$ cat src/rtl/st_demux_pkg.sv
// st_demux_pkg: shared channel enumeration and counter width for the st_demux block
package st_demux_pkg;
    typedef enum logic {CH_0 = 1'b0, CH_1 = 1'b1} ch_e;
    localparam int CNT_W = 32;
endpackage

$ cat src/rtl/st_demux_if.sv
// st_demux_if: stream bundle for st_demux_2; master = upstream/downstream side, slave = demux.
// Carries the input beat (data/channel/valid/ready), both output streams, both fill levels and both beat counters.
interface st_demux_if
    import st_demux_pkg::*;
#(
    parameter int DWIDTH = 8,
    parameter int DEPTH  = 16
);
    localparam int AWIDTH = $clog2(DEPTH);
    logic [DWIDTH-1:0] in_data;
    logic              in_channel;
    logic              in_valid;
    logic              in_ready;
    logic [DWIDTH-1:0] out_data_0;
    logic              out_valid_0;
    logic              out_ready_0;
    logic [DWIDTH-1:0] out_data_1;
    logic              out_valid_1;
    logic              out_ready_1;
    logic [AWIDTH:0]   fill_0;
    logic [AWIDTH:0]   fill_1;
    logic [CNT_W-1:0]  beats_0;
    logic [CNT_W-1:0]  beats_1;
    modport master (
        output in_data, in_channel, in_valid, out_ready_0, out_ready_1,
        input  in_ready, out_data_0, out_valid_0, out_data_1, out_valid_1,
               fill_0, fill_1, beats_0, beats_1
    );
    modport slave (
        input  in_data, in_channel, in_valid, out_ready_0, out_ready_1,
        output in_ready, out_data_0, out_valid_0, out_data_1, out_valid_1,
               fill_0, fill_1, beats_0, beats_1
    );
endinterface

$ cat src/rtl/st_demux_fifo.sv
// st_demux_fifo: first-word-fall-through FIFO, async active-high reset.
// Ports: clk, rst, push/wdata (write), pop/rdata (head read), full, empty, fill (0..DEPTH).
module st_demux_fifo #(
    parameter int DWIDTH = 8,
    parameter int DEPTH  = 16,
    parameter int AWIDTH = $clog2(DEPTH)
) (
    input  logic              clk,
    input  logic              rst,
    input  logic              push,
    input  logic [DWIDTH-1:0] wdata,
    input  logic              pop,
    output logic [DWIDTH-1:0] rdata,
    output logic              full,
    output logic              empty,
    output logic [AWIDTH:0]   fill
);
    logic [DWIDTH-1:0] mem [DEPTH];
    logic [AWIDTH-1:0] wr_ptr, rd_ptr;
    logic              do_push, do_pop;
    // A full FIFO refuses the push even when a pop happens in the same cycle.
    assign full    = fill == (AWIDTH + 1)'(DEPTH);
    assign empty   = fill == '0;
    assign do_push = push && !full;
    assign do_pop  = pop && !empty;
    assign rdata   = mem[rd_ptr];
    always_ff @(posedge clk)
        if (do_push) mem[wr_ptr] <= wdata;
    always_ff @(posedge clk or posedge rst) begin
        if (rst) begin
            wr_ptr <= '0;
            rd_ptr <= '0;
            fill   <= '0;
        end else begin
            if (do_push) wr_ptr <= wr_ptr + 1'b1;
            if (do_pop) rd_ptr <= rd_ptr + 1'b1;
            fill <= fill + (AWIDTH + 1)'(do_push) - (AWIDTH + 1)'(do_pop);
        end
    end
endmodule

$ cat src/rtl/st_demux_2.sv
// st_demux_2: 1-to-2 stream demux steering each beat by channel bit into a per-output FWFT FIFO.
// Ports: clk, rst (async, active-high), bus (st_demux_if.slave).
// Optional macro ST_DEMUX_CNT_EN enables the 32-bit accepted-beat counters beats_0/beats_1 (tied to 0 otherwise).
module st_demux_2
    import st_demux_pkg::*;
#(
    parameter int DWIDTH = 8,
    parameter int DEPTH  = 16,
    parameter int AWIDTH = $clog2(DEPTH)
) (
    input logic         clk,
    input logic         rst,
    st_demux_if.slave   bus
);
    logic full_0, full_1, empty_0, empty_1, accept, push_0, push_1;
    // Ready follows only the addressed FIFO, so a stalled beat blocks the whole input (order preserved).
    assign bus.in_ready    = ch_e'(bus.in_channel) == CH_1 ? !full_1 : !full_0;
    assign accept          = bus.in_valid && bus.in_ready;
    assign push_0          = accept && ch_e'(bus.in_channel) == CH_0;
    assign push_1          = accept && ch_e'(bus.in_channel) == CH_1;
    assign bus.out_valid_0 = !empty_0;
    assign bus.out_valid_1 = !empty_1;
    st_demux_fifo #(.DWIDTH(DWIDTH), .DEPTH(DEPTH), .AWIDTH(AWIDTH)) u_fifo_0 (
        .clk(clk), .rst(rst), .push(push_0), .wdata(bus.in_data),
        .pop(bus.out_ready_0), .rdata(bus.out_data_0),
        .full(full_0), .empty(empty_0), .fill(bus.fill_0)
    );
    st_demux_fifo #(.DWIDTH(DWIDTH), .DEPTH(DEPTH), .AWIDTH(AWIDTH)) u_fifo_1 (
        .clk(clk), .rst(rst), .push(push_1), .wdata(bus.in_data),
        .pop(bus.out_ready_1), .rdata(bus.out_data_1),
        .full(full_1), .empty(empty_1), .fill(bus.fill_1)
    );
`ifdef ST_DEMUX_CNT_EN
    logic [CNT_W-1:0] cnt_0, cnt_1;
    always_ff @(posedge clk or posedge rst) begin
        if (rst) begin
            cnt_0 <= '0;
            cnt_1 <= '0;
        end else begin
            if (push_0) cnt_0 <= cnt_0 + 1'b1;
            if (push_1) cnt_1 <= cnt_1 + 1'b1;
        end
    end
    assign bus.beats_0 = cnt_0;
    assign bus.beats_1 = cnt_1;
`else
    assign bus.beats_0 = '0;
    assign bus.beats_1 = '0;
`endif
endmodule

$ cat src/flat_wrapper.sv
// flat-port wrapper written by rule: the top's interface ports become plain ports
module st_demux_2_flat import st_demux_pkg::*;
#(
    parameter int DWIDTH = 8,
    parameter int DEPTH  = 16,
    parameter int AWIDTH = $clog2(DEPTH)
)
  (clk, rst, bus_in_data, bus_in_channel, bus_in_valid, bus_out_ready_0, bus_out_ready_1, bus_in_ready, bus_out_data_0, bus_out_valid_0, bus_out_data_1, bus_out_valid_1, bus_fill_0, bus_fill_1, bus_beats_0, bus_beats_1);
  st_demux_if #(.DWIDTH(DWIDTH), .DEPTH(DEPTH)) bus_i ();
  input logic clk;
  input logic rst;
  input wire logic [$bits(bus_i.in_data)-1:0] bus_in_data;
  input wire logic [$bits(bus_i.in_channel)-1:0] bus_in_channel;
  input wire logic [$bits(bus_i.in_valid)-1:0] bus_in_valid;
  input wire logic [$bits(bus_i.out_ready_0)-1:0] bus_out_ready_0;
  input wire logic [$bits(bus_i.out_ready_1)-1:0] bus_out_ready_1;
  output wire logic [$bits(bus_i.in_ready)-1:0] bus_in_ready;
  output wire logic [$bits(bus_i.out_data_0)-1:0] bus_out_data_0;
  output wire logic [$bits(bus_i.out_valid_0)-1:0] bus_out_valid_0;
  output wire logic [$bits(bus_i.out_data_1)-1:0] bus_out_data_1;
  output wire logic [$bits(bus_i.out_valid_1)-1:0] bus_out_valid_1;
  output wire logic [$bits(bus_i.fill_0)-1:0] bus_fill_0;
  output wire logic [$bits(bus_i.fill_1)-1:0] bus_fill_1;
  output wire logic [$bits(bus_i.beats_0)-1:0] bus_beats_0;
  output wire logic [$bits(bus_i.beats_1)-1:0] bus_beats_1;
  assign bus_i.in_data = bus_in_data;
  assign bus_i.in_channel = bus_in_channel;
  assign bus_i.in_valid = bus_in_valid;
  assign bus_i.out_ready_0 = bus_out_ready_0;
  assign bus_i.out_ready_1 = bus_out_ready_1;
  assign bus_in_ready = bus_i.in_ready;
  assign bus_out_data_0 = bus_i.out_data_0;
  assign bus_out_valid_0 = bus_i.out_valid_0;
  assign bus_out_data_1 = bus_i.out_data_1;
  assign bus_out_valid_1 = bus_i.out_valid_1;
  assign bus_fill_0 = bus_i.fill_0;
  assign bus_fill_1 = bus_i.fill_1;
  assign bus_beats_0 = bus_i.beats_0;
  assign bus_beats_1 = bus_i.beats_1;
  st_demux_2 #(.DWIDTH(DWIDTH), .DEPTH(DEPTH), .AWIDTH(AWIDTH)) u_core (.clk(clk), .rst(rst), .bus(bus_i));
endmodule
$ cat config.mk
export PLATFORM = sky130hd
export DESIGN_NAME = st_demux_2_flat
export DESIGN_NICKNAME = d
export VERILOG_FILES = /design/src/rtl/st_demux_pkg.sv /design/src/rtl/st_demux_if.sv /design/src/rtl/st_demux_fifo.sv /design/src/rtl/st_demux_2.sv /design/src/flat_wrapper.sv
export SDC_FILE = /design/constraint.sdc
export NUM_CORES = 1
export LEC_CHECK = 0
export BUFFER_PORTS_ARGS = -buffer_cell sky130_fd_sc_hd__buf_2
export CAP_MARGIN = 20
export CORE_UTILIZATION = 54
export CTS_BUF_LIST = sky130_fd_sc_hd__clkbuf_16
export DETAILED_ROUTE_END_ITERATION = 10
export PLACE_DENSITY = 0.83
export SYNTH_ARGS = -nofsm -noshare
export SYNTH_HDL_FRONTEND = slang
export SYNTH_SLANG_ARGS = --single-unit
$ cat constraint.sdc
create_clock -name clk -period 2.9 [get_ports clk]
set_clock_uncertainty 0.05 [all_clocks]
set_input_delay 0.29 -clock clk [delete_from_list [all_inputs] [get_ports clk]]
set_output_delay 0.29 -clock clk [all_outputs]
set_load 0.01 [all_outputs]
# Word-level counts from Yosys, hierarchy flattened
# Memory sizes are Yosys's and may differ from the RTL's.
# Cells that the tools add are included.
classes:
  n_bitwise: 1
  n_mux: 5
  reduce_logical: 13
  eq_ne: 2
  add_sub_neg: 8
op_table:
  columns: ["cell", "count"]
  rows:
  - ["$add 4x1->4 const B", 4]
  - ["$add 5x1->5", 2]
  - ["$eq 5x5->1 const B", 2]
  - ["$logic_not 5->1", 2]
  - ["$sub 5x1->5", 2]
  - ["$logic_and 1x1->1", 7]
  - ["$mux 1", 5]
  - ["$logic_not 1->1", 4]
  - ["$not 1->1", 1]
word_totals:
  input_bits: 14
  reg_bits: 26
  output_inout_bits: 93
  n_memories: 2
  ramBits: 256
  word_cells: 37
mem_list:
  columns: ["memory", "words", "word_bits", "read_ports", "rd_ports_with_merged_regs", "write_ports", "line_no", "text"]
  rows:
  - ["u_core.u_fifo_0.mem", 16, 8, 1, 0, 1, "st_demux_fifo.sv:18", "logic [DWIDTH-1:0] mem [DEPTH];"]
  - ["u_core.u_fifo_1.mem", 16, 8, 1, 0, 1, "st_demux_fifo.sv:18", null]

# Longest topological paths before layout
# Gate-level depths: netlist of the first run.
depth:
  word_depth: 8
  mapped_depth: 15
  mapped_depth_nobuf: 14

# Cells and area by module
# Synthesis of the first run repeated with hierarchy kept, for this count alone.
unflattened:
  hier_cells: 710
  hier_area_um2: 12256.8
by_module_without_submodules:
  columns: ["module", "instances", "cells_per_inst", "area_each_um2", "seq_area_each_um2"]
  rows:
  - ["st_demux_fifo", 2, 320, 5866.9, 4169.0]
  - ["st_demux_2", 1, 70, 523.0, 0.0]

# Worst setup path after synthesis of the first run
# OpenSTA, ideal clock, no wires.
synth_timing:
  path_type: "register to register"
  start: "register u_core.u_fifo_0.fill[3]"
  end: "register u_core.u_fifo_0.fill[4]"
  path_slack_ns: 0.075
  stages_incl_launch_ff: 15
  path_buffers: 1
  synth_period_minus_slack_ns: 2.825
  setup_ns: 0.080
  arrival_ns: 2.695
  cell_sequence: "dfrtp_1 inv_1 ha_1 or4b_4 and2_4 buf_6 ha_1 inv_1 ha_1 inv_1 fa_1 inv_1 a21oi_1 o21bai_1 xnor2_1"
synth_lines:
  columns: ["item", "line_no", "text"]
  rows:
  - ["start, declared", "st_demux_fifo.sv:16", "output logic [AWIDTH:0] fill"]
  - ["start signal, assigned", "st_demux_fifo.sv:37", "fill <= fill + (AWIDTH + 1)'(do_push) - (AWIDTH + 1)'(do_pop);"]
  - ["$logic_not 5->1", "st_demux_fifo.sv:23", "assign empty = fill == '0;"]
  - ["$logic_not 1->1", null, null]
  - ["net bus_out_valid_0", "flat_wrapper.sv:19", "output wire logic [$bits(bus_i.out_valid_0)-1:0] bus_out_valid_0;"]
  - ["$logic_and 1x1->1", "st_demux_fifo.sv:25", "assign do_pop = pop && !empty;"]
  - ["net u_core.u_fifo_0.do_pop", "st_demux_fifo.sv:20", "logic do_push, do_pop;"]
  - ["$sub 5x1->5", "st_demux_fifo.sv:37", null]
# The timed path passes the listed nets, and every way through them passes these cells.
# A chain may end at the register's enable or synchronous reset.

# Final worst setup path of the first run
layout_timing:
  start: "register u_core.u_fifo_1.rd_ptr[1]"
  end: "output bus_out_data_1[4]"
layout_between:
  elab_chain_cells: 1
layout_lines:
  columns: ["item", "line_no", "text"]
  rows:
  - ["start, declared", "st_demux_fifo.sv:19", "logic [AWIDTH-1:0] wr_ptr, rd_ptr;"]
  - ["start signal, assigned", "st_demux_fifo.sv:36", "if (do_pop) rd_ptr <= rd_ptr + 1'b1;"]
  - ["$mem_v2 16x8", null, null]
  - ["end, declared", "flat_wrapper.sv:20", "output wire logic [$bits(bus_i.out_data_1)-1:0] bus_out_data_1;"]
# No other way between the ends.

==> results of run 1 <==
synth_stat cells (2+ instances only):
library cell	number
nand4_1	2
mux2i_1	64
xor2_1	6
buf_4	66
buf_1	4
nor2_1	24
clkbuf_1	8
edfxtp_1	256
nand2b_1	4
a221oi_1	32
o21ai_0	17
fa_1	2
buf_6	2
a22oi_1	16
mux2_4	2
ha_1	22
a21oi_1	4
nand4bb_1	2
nor3_1	8
a21o_1	2
nand2_1	30
and2_1	3
or4b_4	2
nor2b_1	2
o21bai_1	2
nand3_1	2
inv_1	25
buf_2	20
dfrtp_1	26
mux4_2	32
xnor2_1	14
routing by layer:
metal,wire [um],part of all wire (%),track usage [%],vias to the layer above
li1,-,-,-,2739
met1,9490,40,29.4,3203
met2,11800,50,34.2,392
met3,1850,7.8,3.42,51
met4,625,2.6,7.75,0
met5,0,0,0,-
worst max-delay path by stage:
stage,cells past startpoint,from,endpoint,slack [ps]
2_1_floorplan,14,u_core.u_fifo_0.fill[3],u_core.u_fifo_0.fill[4],70
3_3_place_gp,13,u_core.u_fifo_0.fill[3],u_core.u_fifo_0.fill[4],170
3_5_place_dp,13,u_core.u_fifo_0.fill[2],u_core.u_fifo_0.fill[4],90
4_1_cts,6,u_core.u_fifo_0.rd_ptr[0],bus_out_data_0[4],10
5_1_grt,6,u_core.u_fifo_1.rd_ptr[0],bus_out_data_1[4],-40
6_report,6,u_core.u_fifo_1.rd_ptr[1],bus_out_data_1[4],-20
flip-flops by register name, indices dropped and copies added, names as in the netlist:
| signal | count |
|---|---|
| u_core.u_fifo_0.wr_ptr | 4 |
| u_core.u_fifo_1.fill | 5 |
| u_core.u_fifo_1.wr_ptr | 4 |
| u_core.u_fifo_1.rd_ptr | 4 |
| u_core.u_fifo_1.mem | 128 |
| u_core.u_fifo_0.fill | 5 |
| u_core.u_fifo_0.mem | 128 |
| u_core.u_fifo_0.rd_ptr | 4 |
worst reg2reg max path, delay by kind of cell, from the launching register on:
family,cells,cell delay [ps]
fa+ha+maj,4,960
simple gates,2,640
flops,1,400
buf+inv,4,250
compound gates,2,230
xor+xnor,1,150
logic make-up after synthesis:
family / count (synthesis) / share of synthesized area (%)
AOI/OAI and AO/OA: 74 / 4.53
xor gates and xnor gates: 20 / 1.47
adders and majority gates: 24 / 2.64
buffers and inverters: 125 / 6.35
DFF: 282 / 69.9
muxes: 99 / 11.8
other: 1 / 0.0314
and+or+nand+nor: 82 / 3.31
per-stage QoR:
stage               setup slack, ps  instances  setup TNS (ps)
finish                        -15.7       1087           -15.7
global placement                173       1031               0
global route                  -42.0       1087           -43.9
detailed placement             87.3       1031               0
CTS                            12.7       1080               0
floorplan                      74.6        770               0
area by class of cell:
type,count,area share [%]
well taps,280,2.63
flip-flops and latches,282,62.6
multi-input cells,363,23.2
clock buffers,27,5.07
clock inverters,21,1.23
inverters,25,0.704
repair buffers,89,4.58
power by group through the flow:
stage / clock, mW / combinational, mW / sequential, mW
after floorplan: 0 / 3.03 / 5.08
after detailed placement: 0 / 4.00 / 5.29
after global placement: 0 / 3.89 / 5.26
after global routing: 3.52 / 4.58 / 5.23
after CTS: 3.38 / 4.09 / 5.22
final: 3.35 / 4.24 / 5.20
timing repair:
item,4_1_cts,5_1_grt
setup endpoints to repair,12,10
hold buffers,1,0
resized for setup,3,9
buffers inserted,0,6
pin swaps,0,6
hold endpoints to repair,26,0
==> qor.txt, run 1 <==
IO buf count -> 42
post-synthesis cell area -> 0.0119 mm2
Synth cell types -> 37
Ports -> 107
total power -> 12.8 mW
H-tree Lvls -> 1
Main synth FF type -> edfxtp_1
area of the multi-input gates -> 0.00309 mm2
Routed Wire Length -> 23800 um
final core utilization -> 61.3%
Vias -> 6385
worst path arrival time -> 2580 ps
number of clock sinks -> 282
combinational share of power -> 33.1%
pins over their slew limit -> 0
Pint -> 8.61 mW
most frequent cells in the layout -> 256 x edfxtp_1, 64 x mux2i_1, 64 x conb_1, 43 x buf_4, 42 x buf_2
CTS max path bufs -> 3
RR Endpoint -> u_core.u_fifo_1.fill[4]
hold slack -> 78.0 ps
Placed Area -> 0.0124 mm2
failing checks -> negative setup slack
Reg clk slew, reported paths -> 60 ps
Final WS setup -> -15.7 ps
Yosys top cell area share -> 64.4%
Power per Cell Area -> 960 mW/mm2
Synth Register Bits -> 282
Max-Cap Viols -> 0
GRT Overall Usage -> 21.2%
total gr overflow -> 0
vias in the first global route -> 6297
register area share after synthesis -> 69.9%
Hold Startpoint -> bus_out_ready_0
Worst path max stage delay -> 580 ps
Flop pwr share -> 40.7%
initial antenna violation count -> 0
first-pass GRT wire length -> 35800 um
drt wl/cell -> 21.9 um
min Tclk post-route -> 2920 ps
Initial Util -> 54.8%
fraction of layout cells with a size suffix above 1 -> 21.6%
Synth Instances -> 707
Final period util -> 101%
Routed Antenna Nets -> 0
Critical Path RT -> 2560 ps
peak supply drop -> 0.654 mV
core area -> 0.0218 mm2
final instance area -> 0.0133 mm2
Setup Viol. Count Final -> 1
endpoint type of the worst setup path -> primary output
First DRT Iteration DRCs -> 712
CP startpoint kind -> register
TritonCTS Buffers -> 26
Critical Path Slowest Stage Cell -> a221oi_1
Rows -> 54
hold path cells -> 3
worst path cell trace -> buf_4, and2_2, a221oi_1, a22oi_1, nand2_1, buf_2
residual DRC count -> 0
worst hold path class -> in2reg
Worst Hold End -> u_core.u_fifo_0.rd_ptr[0]
Die ar. -> 0.0227 mm2
Fin. Hold Viols -> 0
clk_lat worst skew -> 520 ps
CP delay by family, top -> compound AO/OA/AOI/OAI gates
Ys Warns -> 0
reg-to-reg slack, setup -> 150 ps
R2R cell count -> 13
actual slew at the worst max-slew pin -> 814 ps
Via-to-Cell Ratio -> 5.87
Final Net Count -> 825
clock tree root driver cell -> clkbuf_16
largest area contributor in the synthesized netlist -> edfxtp_1
Avg Cell Area, Syn -> 16.9 um2
largest cells by area after synthesis -> edfxtp_1 64%, mux4_2 6.0%, dfrtp_1 5.5%, mux2i_1 5.4%, buf_4 4.2%
switching share of power -> 32.7%
outcome -> complete, but fails checks
chip height -> 151 um
number of enable flip-flop cells after synthesis -> 256
crit path buf inv count -> 2
Peak Freq -> 343 MHz
most common cell after layout, fill and taps aside -> edfxtp_1
sequential cell area -> 0.00834 mm2
GPL Wtd Cong -> 0.784
Clk pwr share -> 26.2%
Worst Path Class, Setup -> reg2out
post-detail-place hpwl -> 13900 um
area grow syn2layout -> 11.7%
# diodes -> 0
asr flop ratio synth -> 9.22%
filler cell count -> 1476
Pleak -> 4.93 nW
Max-slew headroom -> 45.6%
largest net degree at the start of global routing -> 50
Psw -> 4.18 mW
CTS tree -> done
crit path max fanout -> 19
Die X -> 151 um
reg-to-reg startpoint -> u_core.u_fifo_1.fill[2]
First-pass DRT Iterations -> 5
Power figures use the tool's default switching activity.
==> inputs of run 2 (changes only) <==
- CORE_MARGIN: unset -> 5
- CORE_UTILIZATION: 54 -> 56
- CTS_BUF_LIST: sky130_fd_sc_hd__clkbuf_16 -> sky130_fd_sc_hd__clkbuf_4 sky130_fd_sc_hd__clkbuf_8
- PLACE_DENSITY: 0.83 -> 0.86
==> qor.txt, run 2 (synthesized netlist as in run 1, its figures left out) <==
outcome -> completed
Pleak -> 4.92 nW
Inst Count DP -> 1030
GPL Wtd Cong -> 0.815
endpoint type of the worst setup path -> primary output
reg-to-reg slack, setup -> 120 ps
total gr overflow -> 0
Worst Hold End -> u_core.u_fifo_0.rd_ptr[0]
combinational share of power -> 34.1%
worst path cell trace -> nor2b_2, a221oi_1, a22oi_1, nand2_1, buf_2
CP startpoint kind -> register
Critical Path RT -> 2560 ps
Final period util -> 97.4%
chip height -> 156 um
R2R cell count -> 13
worst hold path class -> in2reg
Routed Wire Length -> 23400 um
peak supply drop -> 0.705 mV
Max-slew headroom -> 34.5%
CTS max path bufs -> 3
clock tree root driver cell -> clkbuf_8
crit path buf inv count -> 1
worst path arrival time -> 2490 ps
First DRT Iteration DRCs -> 787
Routed Antenna Nets -> 0
initial antenna violation count -> 0
GRT Overall Usage -> 19.1%
Fin. Hold Viols -> 0
Worst path max stage delay -> 640 ps
most frequent cells in the layout -> 256 x edfxtp_1, 64 x mux2i_1, 64 x conb_1, 42 x clkbuf_8, 42 x buf_2
crit path max fanout -> 16
First-pass DRT Iterations -> 5
TritonCTS Buffers -> 40
Worst Path Class, Setup -> reg2out
Setup Viol. Count Final -> 0
CP delay by family, top -> simple AND/OR/NAND/NOR gates
number of clock sinks -> 282
Final Net Count -> 838
min Tclk post-route -> 2830 ps
post-route non-filler standard cell count -> 1104
drt wl/cell -> 21.2 um
Peak Freq -> 354 MHz
actual slew at the worst max-slew pin -> 981 ps
RR Endpoint -> u_core.u_fifo_0.fill[4]
Pint -> 8.34 mW
IO buf count -> 42
Psw -> 4.17 mW
post-detail-place hpwl -> 14500 um
area grow syn2layout -> 11.5%
Ports -> 107
Power per Cell Area -> 941 mW/mm2
# diodes -> 0
most common cell after layout, fill and taps aside -> edfxtp_1
Rows -> 53
switching share of power -> 33.3%
final core utilization -> 63.2%
largest net degree at the start of global routing -> 52
biggest regs -> u_core.u_fifo_0.mem: 128 flops, u_core.u_fifo_1.mem: 128 flops
Hold Startpoint -> bus_out_ready_0
CTS tree -> done
Clk pwr share -> 24.2%
clk_lat worst skew -> 520 ps
H-tree Lvls -> 2
residual DRC count -> 0
core area -> 0.0210 mm2
Flop pwr share -> 41.7%
Critical Path Slowest Stage Cell -> nor2b_2
pins over their slew limit -> 0
vias in the first global route -> 6528
final instance area -> 0.0133 mm2
Vias -> 6379
reg-to-reg startpoint -> u_core.u_fifo_0.fill[3]
Placed Area -> 0.0124 mm2
Max-Cap Viols -> 0
hold path cells -> 3
fraction of layout cells with a size suffix above 1 -> 24.6%
unrepaired setup endpoints after global routing -> true
Via-to-Cell Ratio -> 5.78
Reg clk slew, reported paths -> 60 ps
Die ar. -> 0.0243 mm2
first-pass GRT wire length -> 36100 um
Die X -> 156 um
Initial Util -> 56.7%
[run 2: changes by cell type in the layout (fill, tap and decap cells not counted), moves of 5 or more]
cell / change
inv_1: -7
clkbuf_16: -27
clkbuf_8: +42
a221oi_1: -5
clkbuf_4: +17
a221oi_2: +5
[run 2: metrics by stage]
stage          setup TNS [ps]  total power, mW  hold slack, ps  setup slack, ps
2_1_floorplan               0             8.11             280             74.6
3_3_place_gp                0             9.20             492              177
3_5_place_dp                0             9.37             509             68.0
4_1_cts                -0.401             12.5            45.8           -0.401
5_1_grt                 -69.3             13.1            59.7            -31.8
6_report                    0             12.5            64.4             74.0
[run 2: worst max-delay path by stage]
stage | slack (ps) | depth (start not counted) | from | endpoint
after floorplan | 70 | 14 | u_core.u_fifo_0.fill[3] | u_core.u_fifo_0.fill[4]
after global placement | 180 | 13 | u_core.u_fifo_0.fill[3] | u_core.u_fifo_0.fill[4]
after detailed placement | 70 | 13 | u_core.u_fifo_0.fill[2] | u_core.u_fifo_0.fill[4]
after CTS | -0.4 | 6 | u_core.u_fifo_1.rd_ptr[2] | bus_out_data_1[5]
after global routing | -30 | 5 | u_core.u_fifo_0.rd_ptr[1] | bus_out_data_0[7]
final | 70 | 5 | u_core.u_fifo_1.rd_ptr[1] | bus_out_data_1[0]
[run 2: routing by layer]
metal | wire length (um) | track usage [%] | share of wire [%]
met5 | 0 | 0 | 0
met2 | 11600 | 31.2 | 50
met1 | 8990 | 26.2 | 38
met4 | 612 | 7.54 | 2.6
met3 | 2190 | 3.02 | 9.4
[run 2: final cells by class]
cell class                      instances  area (um2)
Timing Repair Buffer                   88         608
Sequential cell                       282        8340
Fill cell                            1345        7730
Tap cell                              275         344
Clock inverter                         12        82.6
Clock buffer                           59         706
Multi-Input combinational cell        363        3120
Inverter                               25        93.8
[run 2: power groups by stage]
stage	registers (mW)	logic [mW]	clock network, mW
2_1_floorplan	5.08	3.03	0
3_3_place_gp	5.23	3.97	0
3_5_place_dp	5.27	4.09	0
4_1_cts	5.21	4.17	3.07
5_1_grt	5.26	4.59	3.27
6_report	5.22	4.26	3.03
[run 2: worst register-to-register path, cell delays in order (launching register included)]
cell,delay (ps)
dfrtp_1,400
inv_1,90
ha_1,170
or4b_4,460
and2_4,200
ha_1,260
inv_1,50
ha_1,160
inv_1,70
fa_2,370
inv_1,70
a21oi_1,60
o21bai_1,150
xnor2_1,130
[run 2: repair_timing]
| item | 4_1_cts | 5_1_grt |
|---|---|---|
| endpoints found under the setup margin | 16 | 12 |
| hold buffers | 1 | 0 |
| hold endpoints to repair | 26 | 0 |
| setup buffers | 0 | 2 |
| resized for setup | 4 | 9 |
==> inputs of run 3 (changes only) <==
- CORE_UTILIZATION: 56 -> 54
- CTS_BUF_LIST: sky130_fd_sc_hd__clkbuf_4 sky130_fd_sc_hd__clkbuf_8 -> unset
- PLACE_DENSITY: 0.86 -> 0.83
==> qor.txt, run 3 (synthesized netlist as in run 1, its figures left out) <==
Clk pwr share -> 25.6%
total power -> 12.8 mW
TritonCTS Buffers -> 25
CP startpoint kind -> register
clk_lat worst skew -> 530 ps
vias in the first global route -> 6280
worst hold path class -> in2reg
Setup Viol. Count Final -> 0
unrepaired setup endpoints after global routing -> true
actual slew at the worst max-slew pin -> 870 ps
largest net degree at the start of global routing -> 47
area grow syn2layout -> 12.0%
min Tclk post-route -> 2860 ps
biggest regs -> u_core.u_fifo_0.mem: 128 flops, u_core.u_fifo_1.mem: 128 flops
worst path arrival time -> 2520 ps
Worst path max stage delay -> 560 ps
Peak Freq -> 350 MHz
fraction of layout cells with a size suffix above 1 -> 22.9%
Inst Count DP -> 1035
CTS tree -> done
Routed Wire Length -> 23700 um
peak supply drop -> 0.838 mV
Fin. Hold Viols -> 0
Pint -> 8.54 mW
post-route non-filler standard cell count -> 1084
First-pass DRT Iterations -> 5
Initial Util -> 54.8%
Rows -> 54
Max-Cap Viols -> 0
initial antenna violation count -> 0
Ports -> 107
Final period util -> 98.6%
Flop pwr share -> 40.9%
Die ar. -> 0.0252 mm2
Power per Cell Area -> 956 mW/mm2
GPL Wtd Cong -> 0.824
Psw -> 4.23 mW
total negative setup slack -> 0 ps
H-tree Lvls -> 1
number of clock sinks -> 282
IO buf count -> 42
pins over their slew limit -> 0
hold slack -> 50.0 ps
Reg clk slew, reported paths -> 60 ps
endpoint type of the worst setup path -> primary output
crit path max fanout -> 17
drt wl/cell -> 21.9 um
switching share of power -> 33.1%
outcome -> completed
Max-slew headroom -> 41.7%
# diodes -> 0
Final WS setup -> 40.5 ps
Vias -> 6346
Critical Path RT -> 2560 ps
most common cell after layout, fill and taps aside -> edfxtp_1
CTS max path bufs -> 3
GRT Overall Usage -> 18.8%
combinational share of power -> 33.5%
first-pass GRT wire length -> 36100 um
First DRT Iteration DRCs -> 842
Final Net Count -> 824
Die X -> 159 um
Pleak -> 4.91 nW
Routed Antenna Nets -> 0
Via-to-Cell Ratio -> 5.85
residual DRC count -> 0
most frequent cells in the layout -> 256 x edfxtp_1, 64 x mux2i_1, 64 x conb_1, 43 x buf_4, 42 x buf_2
total gr overflow -> 0
Critical Path Slowest Stage Cell -> a221oi_1
Worst Path Class, Setup -> reg2out
worst path cell trace -> and2_2, a221oi_1, a22oi_1, nand2_1, buf_2
reg-to-reg slack, setup -> 140 ps
post-detail-place hpwl -> 14300 um
pre-CTS WS -> 73.3 ps
chip height -> 159 um
core area -> 0.0218 mm2
clock tree root driver cell -> clkbuf_16
## run 3: area by class of cell
class                      instances  area (um2)
clock buffer                      28         637
clock inverter                    17         168
fill                            1435        8400
inverter                          25        93.8
multi-input combinational        363        3150
sequential                       282        8340
tap                              280         350
timing repair buffer              89         618
## run 3: path summary, 6_finish.rpt
kind	from	to	cells past startpoint
min in group asynchronous	rst	u_core.u_fifo_1.fill[3]	3
worst max register to register	u_core.u_fifo_0.fill[2]	u_core.u_fifo_0.fill[4]	13
worst max-delay path	u_core.u_fifo_0.rd_ptr[2]	bus_out_data_0[4]	5
max in group asynchronous	rst	u_core.u_fifo_1.rd_ptr[0]	4
worst min-delay path	bus_out_ready_0	u_core.u_fifo_0.rd_ptr[0]	3
worst min register to register	u_core.u_fifo_1.fill[0]	u_core.u_fifo_1.fill[0]	1
## run 3: power by group through the flow
stage          clock network [mW]  registers (mW)  logic, mW
6_report                     3.27            5.22       4.28
4_1_cts                      3.32            5.21       4.14
3_5_place_dp                    0            5.28       4.05
5_1_grt                      3.50            5.26       4.64
2_1_floorplan                   0            5.08       3.03
3_3_place_gp                    0            5.24       3.95
## run 3: metal layers
layer	track usage (%)	up-vias	part of all wire (%)
met2	30.3	364	48
met1	26.6	3192	40
met4	5.73	0	2.6
met5	0	-	0
met3	3.56	47	9.1
li1	-	2743	-
## run 3: critical path, delay by kind of cell (launching register included)
family | cells | cell delay, ps
buffers and inverters | 1 | 140
AO/OA/AOI/OAI | 2 | 740
AND/OR/NAND/NOR | 2 | 560
flip-flops | 1 | 540
## run 3: timing repair
item,4_1_cts,5_1_grt
setup buffers,0,2
endpoints found under the setup margin,12,10
pin swaps,0,3
hold buffers,1,0
resized for setup,4,16
endpoints found under the hold margin,26,0
## run 3: through the flow
stage / cell area, um2 / utilization [%]
after floorplan: 12200 / -
after global placement: 12400 / 57.1
after detailed placement: 12400 / 57.1
after CTS: 13200 / 60.8
after global routing: 13400 / 61.4
final: 13400 / 61.4
